===== config.mk =====
export PLATFORM = sky130hd
export DESIGN_NAME = alu_result_buffer_flat
export DESIGN_NICKNAME = d
export VERILOG_FILES = /design/src/rtl/alu_pkg.sv /design/src/rtl/alu_result_buffer_if.sv /design/src/rtl/alu_fifo.sv /design/src/rtl/alu_result_buffer.sv /design/src/flat_wrapper.sv
export SDC_FILE = /design/constraint.sdc
export NUM_CORES = 1
export LEC_CHECK = 0
export ABC_AREA = 1
export BUFFER_PORTS_ARGS = -buffer_cell sky130_fd_sc_hd__clkbuf_2
export CAP_MARGIN = 20
export CORE_MARGIN = 5
export CORE_UTILIZATION = 40
export DETAILED_ROUTE_END_ITERATION = 12
export HOLD_SLACK_MARGIN = 0.1
export MAX_ROUTING_LAYER = met4
export RECOVER_POWER = 100
export REMOVE_ABC_BUFFERS = 1
export SYNTH_ARGS = -nofsm -noshare
export SYNTH_HDL_FRONTEND = slang
export SYNTH_SLANG_ARGS = --single-unit

===== constraint.sdc =====
create_clock -name clk -period 2.5 [get_ports clk]
set_clock_uncertainty 0.05 [all_clocks]
set_input_delay 0.375 -clock clk [delete_from_list [all_inputs] [get_ports clk]]
set_output_delay 0.375 -clock clk [all_outputs]
set_load 0.005 [all_outputs]

===== src/rtl/alu_pkg.sv =====
// rtl/alu_pkg.sv - shared ALU encodings, entry layout and flag helper
package alu_pkg;

  localparam int RES_W = 6;
  localparam int OP_W  = 3;

  localparam logic [1:0] OP_ADD = 2'b00;
  localparam logic [1:0] OP_SUB = 2'b01;
  localparam logic [1:0] OP_MUL = 2'b10;
  localparam logic [1:0] OP_DIV = 2'b11;

  typedef struct packed {
    logic             div0;
    logic             zero;
    logic [1:0]       sel;
    logic [RES_W-1:0] result;
  } alu_entry_t;

  // Returns {div0, zero}; callers pass pre-reduced zero tests so any width works.
  function automatic logic [1:0] alu_flags(input logic [1:0] sel,
                                           input logic       b_zero,
                                           input logic       res_zero);
    return {(sel == OP_DIV) && b_zero, res_zero};
  endfunction

endpackage


===== src/rtl/alu_result_buffer_if.sv =====
// rtl/alu_result_buffer_if.sv - issue and drain handshakes of the result buffer
interface alu_result_buffer_if #(
  parameter int RES_W = 6,
  parameter int OP_W  = 3
);

  logic             in_valid;
  logic             in_ready;
  logic [1:0]       in_sel;
  logic [OP_W-1:0]  in_a;
  logic [OP_W-1:0]  in_b;
  logic [RES_W-1:0] in_result;

  logic             out_valid;
  logic             out_ready;
  logic [RES_W-1:0] out_data;
  logic [1:0]       out_sel;
  logic             out_zero;
  logic             out_div0;

  modport master (
    output in_valid, in_sel, in_a, in_b, in_result, out_ready,
    input  in_ready, out_valid, out_data, out_sel, out_zero, out_div0
  );

  modport slave (
    input  in_valid, in_sel, in_a, in_b, in_result, out_ready,
    output in_ready, out_valid, out_data, out_sel, out_zero, out_div0
  );

endinterface


===== src/rtl/alu_fifo.sv =====
// rtl/alu_fifo.sv - generic synchronous FIFO with occupancy count
module alu_fifo #(
  parameter int W     = 10,
  parameter int DEPTH = 4
) (
  input  logic                     clk,
  input  logic                     rst,
  input  logic                     clear,
  input  logic                     push,
  input  logic                     pop,
  input  logic [W-1:0]             wdata,
  output logic [W-1:0]             rdata,
  output logic [$clog2(DEPTH):0]   count,
  output logic                     full,
  output logic                     empty
);

  localparam int AW = $clog2(DEPTH);

  logic [W-1:0]  mem [DEPTH];
  logic [AW-1:0] wr_ptr;
  logic [AW-1:0] rd_ptr;
  logic          do_push;
  logic          do_pop;

  assign full    = (count == (AW+1)'(DEPTH));
  assign empty   = (count == '0);
  assign do_push = push && !full;
  assign do_pop  = pop && !empty;
  assign rdata   = mem[rd_ptr];

  always_ff @(posedge clk or posedge rst) begin
    if (rst) begin
      wr_ptr <= '0;
      rd_ptr <= '0;
      count  <= '0;
      for (int i = 0; i < DEPTH; i++) mem[i] <= '0;
    end else if (clear) begin
      wr_ptr <= '0;
      rd_ptr <= '0;
      count  <= '0;
    end else begin
      if (do_push) begin
        mem[wr_ptr] <= wdata;
        wr_ptr      <= wr_ptr + 1'b1;
      end
      if (do_pop) rd_ptr <= rd_ptr + 1'b1;
      if (do_push && !do_pop)      count <= count + 1'b1;
      else if (do_pop && !do_push) count <= count - 1'b1;
    end
  end

endmodule


===== src/rtl/alu_result_buffer.sv =====
// rtl/alu_result_buffer.sv - flags, queues and drains ALU results; counts rejected issues
module alu_result_buffer #(
  parameter int DEPTH = 4,
  parameter int RES_W = 6,
  parameter int OP_W  = 3
) (
  input  logic                     clk,
  input  logic                     rst,
  input  logic                     clear,
  alu_result_buffer_if.slave       bus,
  output logic [$clog2(DEPTH):0]   count,
  output logic                     full,
  output logic                     empty,
  output logic [3:0]               drop_cnt
);

  import alu_pkg::*;

  localparam int ENTRY_W = RES_W + 4;

  logic               push;
  logic               pop;
  logic [1:0]         flags;
  logic [ENTRY_W-1:0] wr_entry;
  logic [ENTRY_W-1:0] rd_entry;

  assign flags    = alu_flags(bus.in_sel, bus.in_b == '0, bus.in_result == '0);
  assign wr_entry = {flags, bus.in_sel, bus.in_result};

  assign bus.in_ready  = !full;
  assign bus.out_valid = !empty;
  assign push          = bus.in_valid && !full;
  assign pop           = !empty && bus.out_ready;

  assign {bus.out_div0, bus.out_zero, bus.out_sel, bus.out_data} = rd_entry;

  alu_fifo #(.W(ENTRY_W), .DEPTH(DEPTH)) u_fifo (
    .clk   (clk),
    .rst   (rst),
    .clear (clear),
    .push  (push),
    .pop   (pop),
    .wdata (wr_entry),
    .rdata (rd_entry),
    .count (count),
    .full  (full),
    .empty (empty)
  );

  // An issue while full is lost even if the head is popped in the same cycle.
  always_ff @(posedge clk or posedge rst) begin
    if (rst) begin
      drop_cnt <= '0;
    end else if (clear) begin
      drop_cnt <= '0;
    end else if (bus.in_valid && full && drop_cnt != 4'hF) begin
      drop_cnt <= drop_cnt + 1'b1;
    end
  end

endmodule


===== src/flat_wrapper.sv =====
// flat-port wrapper written by rule: the top's interface ports become plain ports
module alu_result_buffer_flat import alu_pkg::*;
#(
  parameter int DEPTH = 4,
  parameter int RES_W = 6,
  parameter int OP_W  = 3
)
  (clk, rst, clear, count, full, empty, drop_cnt, bus_in_valid, bus_in_sel, bus_in_a, bus_in_b, bus_in_result, bus_out_ready, bus_in_ready, bus_out_valid, bus_out_data, bus_out_sel, bus_out_zero, bus_out_div0);
  alu_result_buffer_if #(.RES_W(RES_W), .OP_W(OP_W)) bus_i ();
  input  logic clk;
  input  logic rst;
  input  logic clear;
  output logic [$clog2(DEPTH):0] count;
  output logic full;
  output logic empty;
  output logic [3:0] drop_cnt;
  input wire logic [$bits(bus_i.in_valid)-1:0] bus_in_valid;
  input wire logic [$bits(bus_i.in_sel)-1:0] bus_in_sel;
  input wire logic [$bits(bus_i.in_a)-1:0] bus_in_a;
  input wire logic [$bits(bus_i.in_b)-1:0] bus_in_b;
  input wire logic [$bits(bus_i.in_result)-1:0] bus_in_result;
  input wire logic [$bits(bus_i.out_ready)-1:0] bus_out_ready;
  output wire logic [$bits(bus_i.in_ready)-1:0] bus_in_ready;
  output wire logic [$bits(bus_i.out_valid)-1:0] bus_out_valid;
  output wire logic [$bits(bus_i.out_data)-1:0] bus_out_data;
  output wire logic [$bits(bus_i.out_sel)-1:0] bus_out_sel;
  output wire logic [$bits(bus_i.out_zero)-1:0] bus_out_zero;
  output wire logic [$bits(bus_i.out_div0)-1:0] bus_out_div0;
  assign bus_i.in_valid = bus_in_valid;
  assign bus_i.in_sel = bus_in_sel;
  assign bus_i.in_a = bus_in_a;
  assign bus_i.in_b = bus_in_b;
  assign bus_i.in_result = bus_in_result;
  assign bus_i.out_ready = bus_out_ready;
  assign bus_in_ready = bus_i.in_ready;
  assign bus_out_valid = bus_i.out_valid;
  assign bus_out_data = bus_i.out_data;
  assign bus_out_sel = bus_i.out_sel;
  assign bus_out_zero = bus_i.out_zero;
  assign bus_out_div0 = bus_i.out_div0;
  alu_result_buffer #(.DEPTH(DEPTH), .RES_W(RES_W), .OP_W(OP_W)) u_core (.clk(clk), .rst(rst), .clear(clear), .bus(bus_i), .count(count), .full(full), .empty(empty), .drop_cnt(drop_cnt));
endmodule

== Word level (Yosys, flattened, before mapping) ==
Cells that the tools add are included.
Widths: inputs -> output; s select.
Word-level totals
  bits in registers: 51
  bits of input ports: 19
  output and inout port bits: 21
  logic and storage cells: 59
Operators by class
  $add $sub $neg: 5
  order comparisons: 3
  equal/unequal tests: 3
  muxes and demuxes: 15
  bitwise operators: 3
  reductions and logical operators: 22
Operators by type and width (count)
  $bwmux 40: 1
  $mux 10: 3
  $bmux 10 s2: 1
  $demux 10 s2: 1
  $logic_and 1x1->1: 10
  $mux 3: 3
  $mux 2: 4
  $mux 4: 2
  $ge 3x3->1 const B: 2
  $logic_not 3->1: 2
  $logic_not 6->1: 1
  $not 2->3: 2
  $reduce_bool 2->1: 3
  $add 2x1->2 const B: 2
  $add 4x1->4 const B: 1
  $logic_not 1->1: 4
  $ne 4x4->1 const B: 1
  $add 3x1->3 const B: 1
  $eq 3x3->1 const B: 1
  $lt 3x1->1 const B: 1
  $reduce_bool 3->1: 1
  $sub 3x1->3 const B: 1
  $eq 2x2->1 const B: 1
  $reduce_and 2->1: 1
  $not 1->1: 1

== Logic depth before layout (Yosys ltp) ==
Gate-level depths: netlist of the first run.
  word-level depth: 9
  gate-level depth with buffers: 12
  mapped depth without buffers: 12

== By module ==
Synthesis of the first run repeated with hierarchy kept, for this count alone.
Unflattened totals
  cells, all modules: 305
  area, all modules: 2562.5 um2
By module, submodules not included
  alu_fifo: instances 1, cells each 260, area each 2278.4 um2, sequential area each 1176.1 um2
  alu_result_buffer: instances 1, cells each 45, area each 284.0 um2, sequential area each 100.1 um2

== Worst setup path before layout of the first run ==
Ideal clock, no wire load.
  path type: register to register
  from: register u_core.u_fifo.count[0]
  to: register u_core.u_fifo.count[2]
  library setup time: 0.118 ns
  arrival: 1.649 ns
  data required time: 2.332 ns
  slack: 0.684 ns
  cell stages (with the launch flop): 12
  buffers on the path: 0
  period minus slack after synthesis: 1.816 ns
  cells stage by stage: dfrtp_1 > nor2_2 > a21oi_1 > nand2_1 > inv_1 > fa_1 > xnor2_1 > inv_1 > nand2_1 > nand2_1 > nand3_1 > nand2_1
Between the ends
  cells in the longest elaborated chain, start to end: 8
  elaborated cells between the ends (all ways): 18
  those cells by class: add/sub: 2; eq/ne: 1; mux: 3; reduce/logical: 12
RTL lines
  start, declared: RTL line alu_fifo.sv:13  | output logic [$clog2(DEPTH):0] count,
  start signal, assigned: RTL line alu_fifo.sv:48  | if (do_push && !do_pop) count <= count + 1'b1;
  start signal, assigned: RTL line alu_fifo.sv:49  | else if (do_pop && !do_push) count <= count - 1'b1;
  parallel branches: the longest is 8 deep, another holds $sub 3x1->3
Several ways; the timed one is not identified. The select of a mux whose other input is x is not followed.
A chain may end at the register's enable or synchronous reset.

== Worst setup path after layout of the first run ==
  from: register u_core.u_fifo.rd_ptr[0]
  to: output port bus_out_data[5]
Between the ends
  cells in the longest elaborated chain, start to end: 4
RTL lines
  start, declared: RTL line alu_fifo.sv:22  | logic [AW-1:0] rd_ptr;
  start signal, assigned: RTL line alu_fifo.sv:47  | if (do_pop) rd_ptr <= rd_ptr + 1'b1;
  $not 2->3 (implied by the code): RTL line alu_fifo.sv:30  | assign rdata = mem[rd_ptr];
  $bmux 10 s2: RTL line alu_fifo.sv:30
  $mux 10 (implied by the code) (2 in series): RTL line alu_fifo.sv:30
  end, declared: RTL line flat_wrapper.sv:25  | output wire logic [$bits(bus_i.out_data)-1:0] bus_out_data;
Every way passes these cells. The select of a mux whose other input is x is not followed.

==> results of run 1 <==
[cell usage after synthesis]
| master | number | area share (%) |
|---|---|---|
| buf_2 | 1 | 0.19 |
| ha_1 | 5 | 2.4 |
| nor2_8 | 1 | 0.78 |
| o21ai_1 | 10 | 1.9 |
| nand3b_1 | 1 | 0.29 |
| o22ai_1 | 8 | 1.9 |
| xnor2_1 | 2 | 0.68 |
| nand2_4 | 6 | 2.6 |
| inv_1 | 29 | 4.2 |
| nor2_1 | 20 | 2.9 |
| o31ai_1 | 1 | 0.29 |
| nor4_1 | 1 | 0.24 |
| nor2_2 | 2 | 0.49 |
| o21ai_2 | 23 | 7.8 |
| nand3_1 | 10 | 1.9 |
| nand2_2 | 3 | 0.73 |
| o21ai_0 | 26 | 5.1 |
| nor3_1 | 1 | 0.19 |
| nand2_1 | 72 | 10 |
| fa_1 | 1 | 0.78 |
| nand4_1 | 1 | 0.24 |
| dfrtp_1 | 51 | 50 |
| a21oi_1 | 5 | 0.97 |
| buf_6 | 4 | 1.7 |
| clkbuf_1 | 5 | 0.73 |
| xor2_1 | 2 | 0.68 |
[metrics by stage]
stage                     utilization (%)  instance area [µm²]  std cells
final                               43.78                 2764        405
after CTS                           46.00                 2904        405
after floorplan                         -                 2506        281
after global routing                43.78                 2764        405
after detailed placement            44.43                 2805        397
after global placement              44.43                 2805        397
[cell type report]
class / count / area (µm²) / area share, %
inverter: 29 / 108.9 / 3.938
tap: 77 / 96.34 / 3.486
timing repair buffer: 39 / 188.9 / 6.836
clock inverter: 2 / 16.27 / 0.5885
sequential: 51 / 1276 / 46.17
multi-input combinational: 201 / 994.7 / 35.99
clock buffer: 6 / 82.58 / 2.988
[report_power, final]
part / internal, mW / switching, mW
clock: 0.226 / 0.279
sequential: 1.13 / 0.175
combinational: 0.439 / 0.634
[cells in the final DEF, fill, tap and decap left out, drive strengths merged]
| cell | Yosys | final |
|---|---|---|
| a21oi | 5 | 5 |
| buf | 5 | 2 |
| clkbuf | 5 | 43 |
| clkinv | 0 | 1 |
| clkinvlp | 0 | 1 |
| dfrtp | 51 | 51 |
| fa | 1 | 1 |
| ha | 5 | 5 |
| inv | 29 | 29 |
| nand2 | 81 | 81 |
| nand3 | 10 | 10 |
| nand3b | 1 | 1 |
| nand4 | 1 | 1 |
| nor2 | 23 | 23 |
| nor3 | 1 | 1 |
| nor4 | 1 | 1 |
| o21ai | 59 | 59 |
| o22ai | 8 | 8 |
| o31ai | 1 | 1 |
| xnor2 | 2 | 2 |
| xor2 | 2 | 2 |
[metal layers]
| metal | routed length (µm) | part of all wire [%] | track usage [%] | vias to the layer above |
|---|---|---|---|---|
| met5 | 0 | 0 | - | - |
| met4 | 106 | 2.0 | 4.467 | 0 |
| met2 | 2379 | 44 | 21.95 | 38 |
| li1 | - | - | - | 1016 |
| met1 | 2685 | 50 | 19.45 | 952 |
| met3 | 221 | 4.1 | 3.088 | 10 |
[registers in the layout (all words and copies together), names as in the netlist]
signal,flops
u_core.u_fifo.wr_ptr,2
u_core.u_fifo.count,3
u_core.u_fifo.rd_ptr,2
u_core.drop_cnt,4
u_core.u_fifo.mem,40
[cell families after synthesis]
group,Yosys count
flops,51
compound gates,73
simple gates,118
xor+xnor,4
fa+ha+maj,6
buf+inv,39
[final timing paths]
path,start,end,slack [ns],depth (start not counted)
max,u_core.u_fifo.rd_ptr[0],bus_out_data[5],0.32,5
min in group asynchronous,rst,u_core.u_fifo.mem[4],0.41,3
max reg2reg,u_core.u_fifo.count[0],u_core.u_fifo.count[2],0.38,11
min reg2reg,u_core.u_fifo.mem[28],u_core.u_fifo.mem[28],0.43,2
min,clear,u_core.drop_cnt[0],0.28,2
max in group asynchronous,rst,u_core.u_fifo.mem[7],1.22,3
==> flow_summary.toml, run 1 <==
[run_status]
status = "finished, final reports clean"

[setup_path]
endpoint_kind = "primary output"
crit_family = "buffers and inverters"
critPathBufInv = 3
path_cells = "inv_1, clkbuf_2, o21ai_0, o22ai_1, clkbuf_2"
crit_top_cell = "clkbuf_2"
cp_slowest_cell = "dfrtp_1"
crit_type = "reg -> out"
cp_data_required_time_ns = 2.08
worst-path-max-fanout = 15
setup.worst_path.start_class = "register"
cp.arrival_ns = 1.75
cpPeakStageDelay_ns = 0.38

[sta]
slew_viol_final = 0
fmax_mhz = 458.9
whs_ns = 0.2808
worst_slack_ns = 0.3207
tightest_slew_ns = 1.274
final-hold-violation-count = 0
finalCriticalPeriod_ns = 2.179
finalSetupViolCount = 0
finalCritPeriodShare_pct = 87.17
tns_ns = 0
relSlewSlack_pct = 15.08
rsz0062_at_grt = "false"

[routing]
viasPerCell = 4.978
drt_pass1_iterations = 4
drc = 0
vias = 2016
wl_um = 5392
antenna_left = 0
wl_per_cell_um = 13.31
drt-initial-drc-count = 87

[synthesis]
syn-cell-area_um2 = 2575
ys_seq_area_share_pct = 49.56
synth-simple-area-share_pct = 20.94
yosysWarnings = 0
synth.mux.area_fraction_pct = 0
synthCells = 291
synth.distinct_cells = 26
synthXorXnorAreaFrac_pct = 1.361
syn_avg_cell_area_um2 = 8.849
synth_fa_ha_area_share_pct = 3.207
synth_compound_area_share_pct = 18.03
synth_top_family_by_area = "simple AND/OR/NAND/NOR gates"
ys_ff_latch = 51

[clock_tree]
clockRootBuffer = "clkbuf_8"
cts_setup_buffers = 0
clk_latency_ns = 0.30
cts_made_buffers = 5
post_cts_resized = 0
cts.clk_slew.worst_paths_ns = 0.09
clock_sink_count = 51
cts_tree = "yes"
clockBufferDepth = 2
cts_hold_buf = 0
cts_htree_levels = 2

[power]
ir_worst_vdd_mv = 0.4912
leakage_nw = 1.449
p_total_mw = 2.880
p_per_area_nw_per_um2 = 1042

[floorplan]
design.core.area_um2 = 6314
io_pins = 40
num_rows = 29
die_h_um = 90.24
start_util_pct = 40.78
die_w_um = 90.24
dieArea_um2 = 8142

[global_route]
groute.usage.overall_pct = 14.46
overflow = 0
grt_max_degree = 52
grt_pass1_wl_um = 9453
grt_pass1_vias = 1958
antenna_found_initial = 0

[placed_design]
post-place-ws_ns = 0.5263
dp_hpwl_um = 3530
place.gp.congestion = 0.7829
numPortBuffers = 36

[worst_hold_path]
hold_class = "in -> reg"

[finish]
fin_nets = 352
fill_cells = 707
num_antenna_cells = 0
drive_gt1_share_pct = 14.94
area_growth_pct = 7.337

[run]
maxCapViolCount = 0
Power figures use the tool's default switching activity.
==> run 2: changes to the inputs <==
--- a/config.mk
+++ b/config.mk
@@ -8,6 +8,7 @@
 export ABC_AREA = 1
 export BUFFER_PORTS_ARGS = -buffer_cell sky130_fd_sc_hd__clkbuf_2
 export CAP_MARGIN = 20
+export CORE_ASPECT_RATIO = 0.6
 export CORE_MARGIN = 5
 export CORE_UTILIZATION = 40
 export DETAILED_ROUTE_END_ITERATION = 12
==> run 2 against run 1 <==
Effect of this change:
- via count shrank 2.9%
- non-clock buffer count is the same
- hold slack gained 0.0017 ns
- global-route usage grew 0.72 points
- flip-flop and latch count is the same
- critical path depth shrank 1
- critical path type unchanged
==> flow_summary.toml, run 2 (synthesis results as in run 1) <==
[clock_tree]
cts_made_buffers = 5
clk_latency_ns = 0.30
clock_sink_count = 51
clockRootBuffer = "clkbuf_8"
cts_setup_buffers = 0
cts_tree = "yes"
cts_htree_levels = 2
clockBufferDepth = 2
post_cts_resized = 0
cts.clk_slew.worst_paths_ns = 0.09
cts_hold_buf = 0

[routing]
wl_um = 5758
drc = 0
drt_pass1_iterations = 4
wl_per_cell_um = 13.98
drt-initial-drc-count = 105
vias = 1958
viasPerCell = 4.752
antenna_left = 0

[finish]
num_antenna_cells = 0
fin_nets = 352
drive_gt1_share_pct = 12.50
reg_top3 = "u_core.u_fifo.mem (40), u_core.drop_cnt (4), u_core.u_fifo.count (3)"
top_register = "u_core.u_fifo.mem"
layout_common_cells = "nand2_1, o21ai_0, dfrtp_1, inv_1, clkbuf_2"
final_common_cell = "nand2_1"
largest_reg_flops = 40
area_growth_pct = 7.143

[power]
cellInternalPower_mw = 1.811
power_frac_seq_pct = 45.2
switchingPower_mw = 1.082
leakage_nw = 1.439
p_clk_share_pct = 18.0
power_frac_comb_pct = 36.8
switching_share_pct = 37.39
p_per_area_nw_per_um2 = 1049
ir_worst_vdd_mv = 0.3209

[setup_path]
worst-path-max-fanout = 14
path_cells = "inv_1, o21ai_0, o21ai_0, clkbuf_2"
cpPeakStageDelay_ns = 0.52
cp.arrival_ns = 1.74
crit_top_cell = "o21ai_0"
setup.worst_path.start_class = "register"
crit_type = "reg -> out"
cp_data_required_time_ns = 2.08
cp_slowest_cell = "dfrtp_1"
endpoint_kind = "primary output"

[sta]
whs_ns = 0.2825
finalCriticalPeriod_ns = 2.161
finalSetupViolCount = 0
tns_ns = 0
final-hold-violation-count = 0
tightest_slew_ns = 1.265
finalCritPeriodShare_pct = 86.45
rsz0062_at_grt = "false"
slew_viol_final = 0
worst_slack_ns = 0.3387
relSlewSlack_pct = 15.63
fmax_mhz = 462.7

[floorplan]
dieArea_um2 = 8195
die_h_um = 72.15
start_util_pct = 41.58
num_rows = 22
design.core.area_um2 = 6193
die_w_um = 113.6
io_pins = 40

[global_route]
grt_max_degree = 52
grt_pass1_wl_um = 9522
groute.usage.overall_pct = 15.18
overflow = 0
antenna_found_initial = 0
grt_pass1_vias = 1939

[run]
maxCapViolCount = 0

[placed_design]
post-place-ws_ns = 0.5539
numPortBuffers = 36
dp_hpwl_um = 3879
place.gp.congestion = 0.8011

[run_status]
status = "finished, final reports clean"

[worst_hold_path]
hold_class = "in -> reg"
-- run 2: cell type report --
type,instances,area [µm²]
fillers,657,3435
flip-flops and latches,51,1276
repair buffers,39,187.7
well taps,84,105.1
clock buffers,8,100.1
inverters,29,108.9
multi-input cells,201,980.9
-- run 2: worst max-delay path, delay by kind of cell, from the launching register on --
kind | cells | cell delay, ns
AO/OA/AOI/OAI | 2 | 0.35
buffers and inverters | 2 | 0.57
flip-flops | 1 | 0.52
-- run 2: path summary, 6_finish.rpt --
| check | start | end | slack [ns] | depth (start not counted) |
|---|---|---|---|---|
| hold reg to reg | u_core.u_fifo.mem[28] | u_core.u_fifo.mem[28] | 0.43 | 2 |
| setup reg to reg | u_core.u_fifo.count[0] | u_core.u_fifo.count[2] | 0.46 | 11 |
| min in group asynchronous | rst | u_core.u_fifo.count[1] | 0.41 | 3 |
| hold / removal | clear | u_core.drop_cnt[0] | 0.28 | 2 |
| max in group asynchronous | rst | u_core.u_fifo.mem[21] | 1.22 | 3 |
| setup / recovery | u_core.u_fifo.rd_ptr[1] | bus_out_zero | 0.34 | 4 |
-- run 2: power by group through the flow --
stage / logic (mW) / clock network (mW) / registers [mW]
6_report: 1.07 / 0.520 / 1.31
5_1_grt: 1.25 / 0.582 / 1.34
4_1_cts: 1.25 / 0.539 / 1.31
3_5_place_dp: 1.24 / 0 / 1.32
3_3_place_gp: 1.22 / 0 / 1.31
2_1_floorplan: 0.837 / 0 / 1.30
-- run 2: through the flow --
stage	total power, mW	util [%]	std cells	instance area [µm²]
final	2.893	44.55	412	2759
after global routing	3.172	44.55	412	2759
after CTS	3.095	47.05	412	2914
after floorplan	2.138	-	281	2506
after global placement	2.534	45.43	404	2814
after detailed placement	2.563	45.43	404	2814
-- run 2: metal layers --
metal	track usage [%]	routed length, µm	up-vias
li1	-	-	1014
met1	21.73	3148	913
met2	21.72	2389	24
met3	3.417	156	7
met4	4.000	63	0
met5	-	0	-
